--- src/rtl/tm_key_debouncer.sv ---
// Debounces and edge-detects the TM1638 raw key vector into clean level, press and release outputs.
// Latency: 2-cycle synchronizer plus debounce_ticks ticks; outputs change one cycle after the accepting tick edge.
// Backpressure: none; pulses are single-cycle and unbuffered, so consumers must sample every cycle.
// Optional auto-repeat of key_press while a key is held: define TM_KEY_AUTOREPEAT_EN.
module tm_key_debouncer #(
    parameter int clk_mhz             = 27,
    parameter int w_key               = 8,
    parameter int tick_div            = clk_mhz * 1000,
    parameter int debounce_ticks      = 10,
    parameter int repeat_delay_ticks  = 500,
    parameter int repeat_period_ticks = 100
) (
    input  logic             clk,
    input  logic             nrst,
    input  logic [w_key-1:0] keys,
    output logic [w_key-1:0] key_state,
    output logic [w_key-1:0] key_press,
    output logic [w_key-1:0] key_release,
    output logic             key_any
);

    localparam int TW = $clog2(tick_div + 1);
    localparam int CW = $clog2(debounce_ticks + 1);
    localparam logic [TW-1:0] TICK_LAST = TW'(tick_div - 1);
    localparam logic [CW-1:0] CNT_LAST  = CW'(debounce_ticks - 1);

    // An out-of-range configuration never ticks, so every key simply stays released.
    localparam bit CFG_OK = (tick_div >= 1) && (debounce_ticks >= 1) && (debounce_ticks <= 255)
                         && (repeat_delay_ticks >= 1) && (repeat_period_ticks >= 1);

    logic [w_key-1:0] sync_q1;
    logic [w_key-1:0] sync;
    logic [TW-1:0]    tick_cnt;
    logic             tick;
    logic [w_key-1:0] stable;
    logic [w_key-1:0] stable_nxt;
    logic [CW-1:0]    cnt     [w_key];
    logic [CW-1:0]    cnt_nxt [w_key];
    logic [w_key-1:0] press_acc;
    logic [w_key-1:0] release_acc;
    logic [w_key-1:0] rpt_pulse;

    // Two-flop synchronizer: the scan result changes asynchronously to key activity.
    always_ff @(posedge clk or negedge nrst) begin
        if (!nrst) begin
            sync_q1 <= '0;
            sync    <= '0;
        end else begin
            sync_q1 <= keys;
            sync    <= sync_q1;
        end
    end

    // Free-running prescaler, wraps at tick_div-1.
    always_ff @(posedge clk or negedge nrst) begin
        if (!nrst) begin
            tick_cnt <= '0;
        end else if (tick_cnt == TICK_LAST) begin
            tick_cnt <= '0;
        end else begin
            tick_cnt <= tick_cnt + TW'(1);
        end
    end

    assign tick = CFG_OK && (tick_cnt == TICK_LAST);

    // Per-key debounce: count ticks of continuous mismatch, accept on the last one.
    always_comb begin
        stable_nxt  = stable;
        cnt_nxt     = cnt;
        press_acc   = '0;
        release_acc = '0;
        for (int i = 0; i < w_key; i++) begin
            if (sync[i] == stable[i]) begin
                cnt_nxt[i] = '0;
            end else if (tick) begin
                if (cnt[i] == CNT_LAST) begin
                    stable_nxt[i]  = sync[i];
                    cnt_nxt[i]     = '0;
                    press_acc[i]   = sync[i];
                    release_acc[i] = ~sync[i];
                end else begin
                    cnt_nxt[i] = cnt[i] + CW'(1);
                end
            end
        end
    end

`ifdef TM_KEY_AUTOREPEAT_EN
    localparam int RMAX = (repeat_delay_ticks > repeat_period_ticks) ? repeat_delay_ticks
                                                                      : repeat_period_ticks;
    localparam int RW = $clog2(RMAX + 1);
    localparam logic [RW-1:0] RPT_DELAY  = RW'(repeat_delay_ticks);
    localparam logic [RW-1:0] RPT_PERIOD = RW'(repeat_period_ticks);

    logic [RW-1:0] rpt     [w_key];
    logic [RW-1:0] rpt_nxt [w_key];

    // Repeat countdown: armed by an accepted press, fires on the tick it expires.
    // The counter keeps running through a pending release, but a pulse is only
    // emitted when the synchronized level still agrees with the held state, so a
    // repeat can never land on or after a release.
    always_comb begin
        rpt_nxt   = rpt;
        rpt_pulse = '0;
        for (int i = 0; i < w_key; i++) begin
            if (press_acc[i]) begin
                rpt_nxt[i] = RPT_DELAY;
            end else if (!stable[i]) begin
                rpt_nxt[i] = '0;
            end else if (tick) begin
                if (rpt[i] <= RW'(1)) begin
                    rpt_nxt[i]   = RPT_PERIOD;
                    rpt_pulse[i] = (sync[i] == stable[i]);
                end else begin
                    rpt_nxt[i] = rpt[i] - RW'(1);
                end
            end
        end
    end

    // Repeat counter state.
    always_ff @(posedge clk or negedge nrst) begin
        if (!nrst) begin
            rpt <= '{default: '0};
        end else begin
            rpt <= rpt_nxt;
        end
    end
`else
    assign rpt_pulse = '0;
`endif

    // Debounce state and registered outputs; key_any tracks the next stable value
    // so it lines up with key_state.
    always_ff @(posedge clk or negedge nrst) begin
        if (!nrst) begin
            stable      <= '0;
            cnt         <= '{default: '0};
            key_press   <= '0;
            key_release <= '0;
            key_any     <= 1'b0;
        end else begin
            stable      <= stable_nxt;
            cnt         <= cnt_nxt;
            key_press   <= press_acc | rpt_pulse;
            key_release <= release_acc;
            key_any     <= |stable_nxt;
        end
    end

    assign key_state = stable;

endmodule

--- config.mk ---
export PLATFORM = sky130hd
export DESIGN_NAME = tm_key_debouncer
export DESIGN_NICKNAME = d
export VERILOG_FILES = /design/src/rtl/tm_key_debouncer.sv
export SDC_FILE = /design/constraint.sdc
export NUM_CORES = 1
export LEC_CHECK = 0
export BUFFER_PORTS_ARGS = -buffer_cell sky130_fd_sc_hd__buf_2
export CORE_ASPECT_RATIO = 2
export CORE_MARGIN = 3
export CORE_UTILIZATION = 30
export CTS_CLUSTER_SIZE = 30
export DETAILED_ROUTE_END_ITERATION = 8
export PLACE_DENSITY = 0.43
export SYNTH_ARGS = -nofsm -noshare
export SYNTH_HDL_FRONTEND = slang
export SYNTH_SLANG_ARGS = --single-unit
--- constraint.sdc ---
create_clock -name clk -period 2.9 [get_ports clk]
set_input_delay 0.145 -clock clk [delete_from_list [all_inputs] [get_ports clk]]
set_output_delay 0.145 -clock clk [all_outputs]
set_load 0.01 [all_outputs]
Yosys cells after proc, flatten, opt, wreduce, memory -nomap -nowiden
Index checks and enable logic that the tools add are counted.
Word-level totals
  bits in registers: 88
  bits of input ports: 10
Cells by class
  add/sub/neg operators: 9
  equal/unequal tests: 17
  multiplexer cells: 97
  bitwise gates (word level): 8
  reductions and logical operators: 9
Operator list (count)
  4-bit two-way mux: 24
  1-bit two-way mux: 72
  4-bit by 1-bit adder with 4-bit output (second input constant): 8
  4-bit == test (second input constant): 8
  2-bit nonzero test: 8
  15-bit by 1-bit adder with 15-bit output (second input constant): 1
  15-bit == test (second input constant): 1
  15-bit two-way mux: 1
  1-bit == test: 8
  1-bit NOT: 8
  8-bit OR reduction: 1

Longest topological paths before layout
  depth after elaboration: 5
  gate-level depth with buffers: 9
  depth with buffers taken out: 8

Worst setup path after synthesis
No wires, ideal clock.
  path type: register to register
  start: register tick_cnt[10]
  end: register key_any
  arrival: 1.894 ns
  required time: 2.773 ns
  setup slack: 0.879 ns
  cell stages (with the launch flop): 8
  period minus slack after synthesis: 2.021 ns
  cells stage by stage: dfrtp_1 -> buf_2 -> nor4b_2 -> nand4_2 -> nor3_1 -> mux2_2 -> nor4_2 -> nand2_1
On the way
  cells in the longest elaborated chain, start to end: 4
  elaborated cells between the ends (all ways): 18
  classes of those cells: eq/ne: 1; mux: 16; reduce/logical: 1
Ends and longest elaborated chain
  start, declared: RTL line 33  | logic [TW-1:0] tick_cnt;
  start signal, assigned: RTL line 61  | tick_cnt <= tick_cnt + TW'(1);
  15-bit == test: RTL line 65  | assign tick = CFG_OK && (tick_cnt == TICK_LAST);
  1-bit two-way mux: RTL line 76  | end else if (tick) begin
  1-bit two-way mux: RTL line 74  | if (sync[i] == stable[i]) begin
  named net stable_nxt[2]: RTL line 36  | logic [w_key-1:0] stable_nxt;
  8-bit OR reduction: RTL line 148  | key_any <= |stable_nxt;
  end signal, assigned: RTL line 148
  end, declared: RTL line 19  | output logic key_any
The timed path passes the listed nets, and every way through them passes these cells.
A chain may end at the register's enable or synchronous reset.

Worst setup path in the final report
  start: register tick_cnt[0]
  end: register key_any
The elaborated chain is that of the path after synthesis.

==> flow_summary.ini <==
[run_status]
status = finished, final reports clean

[pwr]
switching_share_pct = 19.73
seqPwrFrac_pct = 49.5
clkPwrFrac_pct = 48.4
intPower_uw = 2024
power.switching_uw = 497.5
power.density_mw_per_mm2 = 546.7
pwr-share-comb_pct = 2.1
p_leak_uw = 0.002195
irDropWorstVdd_mv = 0.2742

[timing]
tightest_slew_ps = 496.2
skew_ps = 7.024
fmax_ghz = 0.4143
slew_viol_final = 0
tns_ps = 0
period_minus_slack_ps = 2414
setup_viol = 0
setup_ws_ps = 486.5
slew_headroom_pct = 66.92
fin_crit_sh_pct = 83.22
rsz0062_at_grt = no
hold_violations = 0

[logic_synthesis]
synth.area.top_cells = dfrtp_1, ha_1, nor2_1
yosysSeqAreaShare_pct = 57.11
async_reset_ff_share_pct = 100.0
yosysWarnings = 0
synth_top_cells_by_count = dfrtp_1, nor2_1, nand2_1, nor3_1, a21oi_1
synth.most_common_cell = dfrtp_1
synth_area_mm2 = 0.003856
synth-edff-count = 0
synth_nets = 365
synth.avg_cell_area_um2 = 11.41
synthCells = 338
synthDistinctLibCells = 34
yosysTopAreaCell = dfrtp_1
ys_ff_latch = 88
synth_ff_type = dfrtp_1
synth_top_area_share_pct = 57.11

[critical_path]
reg2reg_from = tick_cnt[0]$_DFF_PN0_
start_kind = flop
worstSetupPathType = flop to flop
critPathLaunch = tick_cnt[0]$_DFF_PN0_
crit_path_end_kind = flop
crit_path_max_fanout = 13
required_ps = 3110
critPathArrivalTime_ps = 2620

[final_layout]
stdcell_area_mm2 = 0.004612
drive_gt1_share_pct = 20.66
n_fill_cell = 1268
finish.utilization_pct = 36.74
layout.nets = 416
final_cells = 542
syn_to_final_growth_pct = 19.60
num_antenna_cells = 0

[clock_tree]
cts_tree = done
clkSinkCount = 88
clk_pin_slew_ps = 60
hold_buffers = 9
cts_buffers = 9
cts_setup_buffers = 0
cts_root_buf = clkbuf_16
clock_latency_ps = 330
cts_buffer_depth = 2
cts_resized = 0
h-tree-depth = 3

[placement]
io_buffers = 34
gp_congestion = 0.7581
place_ws_ps = 457.0
placedCellCount = 519
placed_cell_area_mm2 = 0.004213
hpwlAfterDp_mm = 6.295

[grt]
grt_overflow = 0
grtUsageTotal_pct = 12.94
grt_max_degree = 39
grt_pass1_vias = 2770
grt_pass1_wl_mm = 14.31
antenna_found_initial = 0

[detailed_routing]
dr.pass1.iters = 4
drc = 0
vias = 2683
drtIter0Drc = 93
drtAntennaViolNets = 0
routed_wl_mm = 8.624
routedWlPerCell_um = 15.91
avgViaCountPerCell = 4.950

[floorplan]
die_w_um = 86.17
rows = 58
die-area_mm2 = 0.01433
fp.dieH_um = 166.3
initial_utilization_pct = 30.72
coreArea_mm2 = 0.01255
pin_count = 35

[flow_run]
cap_violations = 0

[hold_path]
hp-class = input pin to async pin
-- worst max-delay path, cell delays in order (launching register included) --
cell     delay, ps
dfrtp_1        390
ha_1           220
and4_1         260
nand4_2        330
nor3_1         360
mux2_2         390
nor4_2         260
nand2_1         80
-- stage by stage --
stage	hold WS, ps	power [uW]
2_1_floorplan	-150.6	1277
3_3_place_gp	152.2	1318
3_5_place_dp	145.3	1318
4_1_cts	336.4	2568
5_1_grt	356.2	2618
6_report	314.8	2521
-- cells by family (layout without fill, tap and decap cells) --
logic type / after synthesis / in the layout / share of synthesized area [%]
adders and majority gates: 17 / 17 / 5.516
buffers and inverters: 17 / 71 / 2.044
DFF: 88 / 88 / 57.11
xor gates and xnor gates: 20 / 20 / 4.543
AOI/OAI and AO/OA: 50 / 50 / 8.826
and+or+nand+nor: 138 / 138 / 19.34
muxes: 8 / 8 / 2.628
-- per-layer routing --
layer  GRT usage (%)  routed length [um]
met5               0                   0
met3           2.185                 186
met1           13.97                3227
met2           23.83                5044
met4           5.834                 166
-- state kept, by name (all words and copies together) (netlist names) --
register and cells:
cnt 32, key_any 1, key_press 8, key_release 8
key_state 8, sync 8, sync_q1 8, tick_cnt 15
-- power by group through the flow --
| stage | combinational [uW] | clock (uW) | sequential, uW |
|---|---|---|---|
| floorplan | 9.59 | 0 | 1270 |
| global placement | 46.7 | 0 | 1270 |
| detailed placement | 46.7 | 0 | 1270 |
| CTS | 56.6 | 1260 | 1250 |
| global route | 62.2 | 1310 | 1250 |
| finish | 53.4 | 1220 | 1250 |
-- cell usage in the layout, fill, tap and decap left out, types with 4 or more instances in the layout --
| cell | n |
|---|---|
| xor2_1 | 8 |
| dfrtp_1 | 88 |
| buf_4 | 7 |
| nor3b_1 | 10 |
| mux2_2 | 5 |
| nand3_1 | 4 |
| nor2_1 | 41 |
| nand2_1 | 28 |
| a41oi_1 | 8 |
| inv_1 | 8 |
| buf_2 | 33 |
| a21oi_1 | 25 |
| a31o_2 | 8 |
| xnor2_1 | 12 |
| clkbuf_16 | 9 |
| a311oi_1 | 8 |
| nor3_1 | 26 |
| dlygate4sd3_1 | 9 |
| ha_1 | 17 |
-- final cells by class --
class                           instances  area, um2  area share [%]
Clock inverter                          4      70.07           1.519
Multi-Input combinational cell        233       1575           34.16
Tap cell                              150      187.7           4.069
Inverter                                8      30.03          0.6511
Timing Repair Buffer                   49      307.8           6.674
Clock buffer                           10      239.0           5.182
Sequential cell                        88       2202           47.75
-- path summary, 6_finish.rpt --
path | to | slack [ps] | cells after the start
setup / recovery | key_any$_DFF_PN0_ | 490 | 7
hold / removal | cnt[29]$_DFFE_PN0P_ | 310 | 2
setup reg to reg | key_any$_DFF_PN0_ | 490 | 7
hold reg to reg | sync[0]$_DFF_PN0_ | 350 | 0
max in group asynchronous | cnt[4]$_DFFE_PN0P_ | 1830 | 3
min in group clk | sync[0]$_DFF_PN0_ | 350 | 0
(Power assumes the default switching activity.)
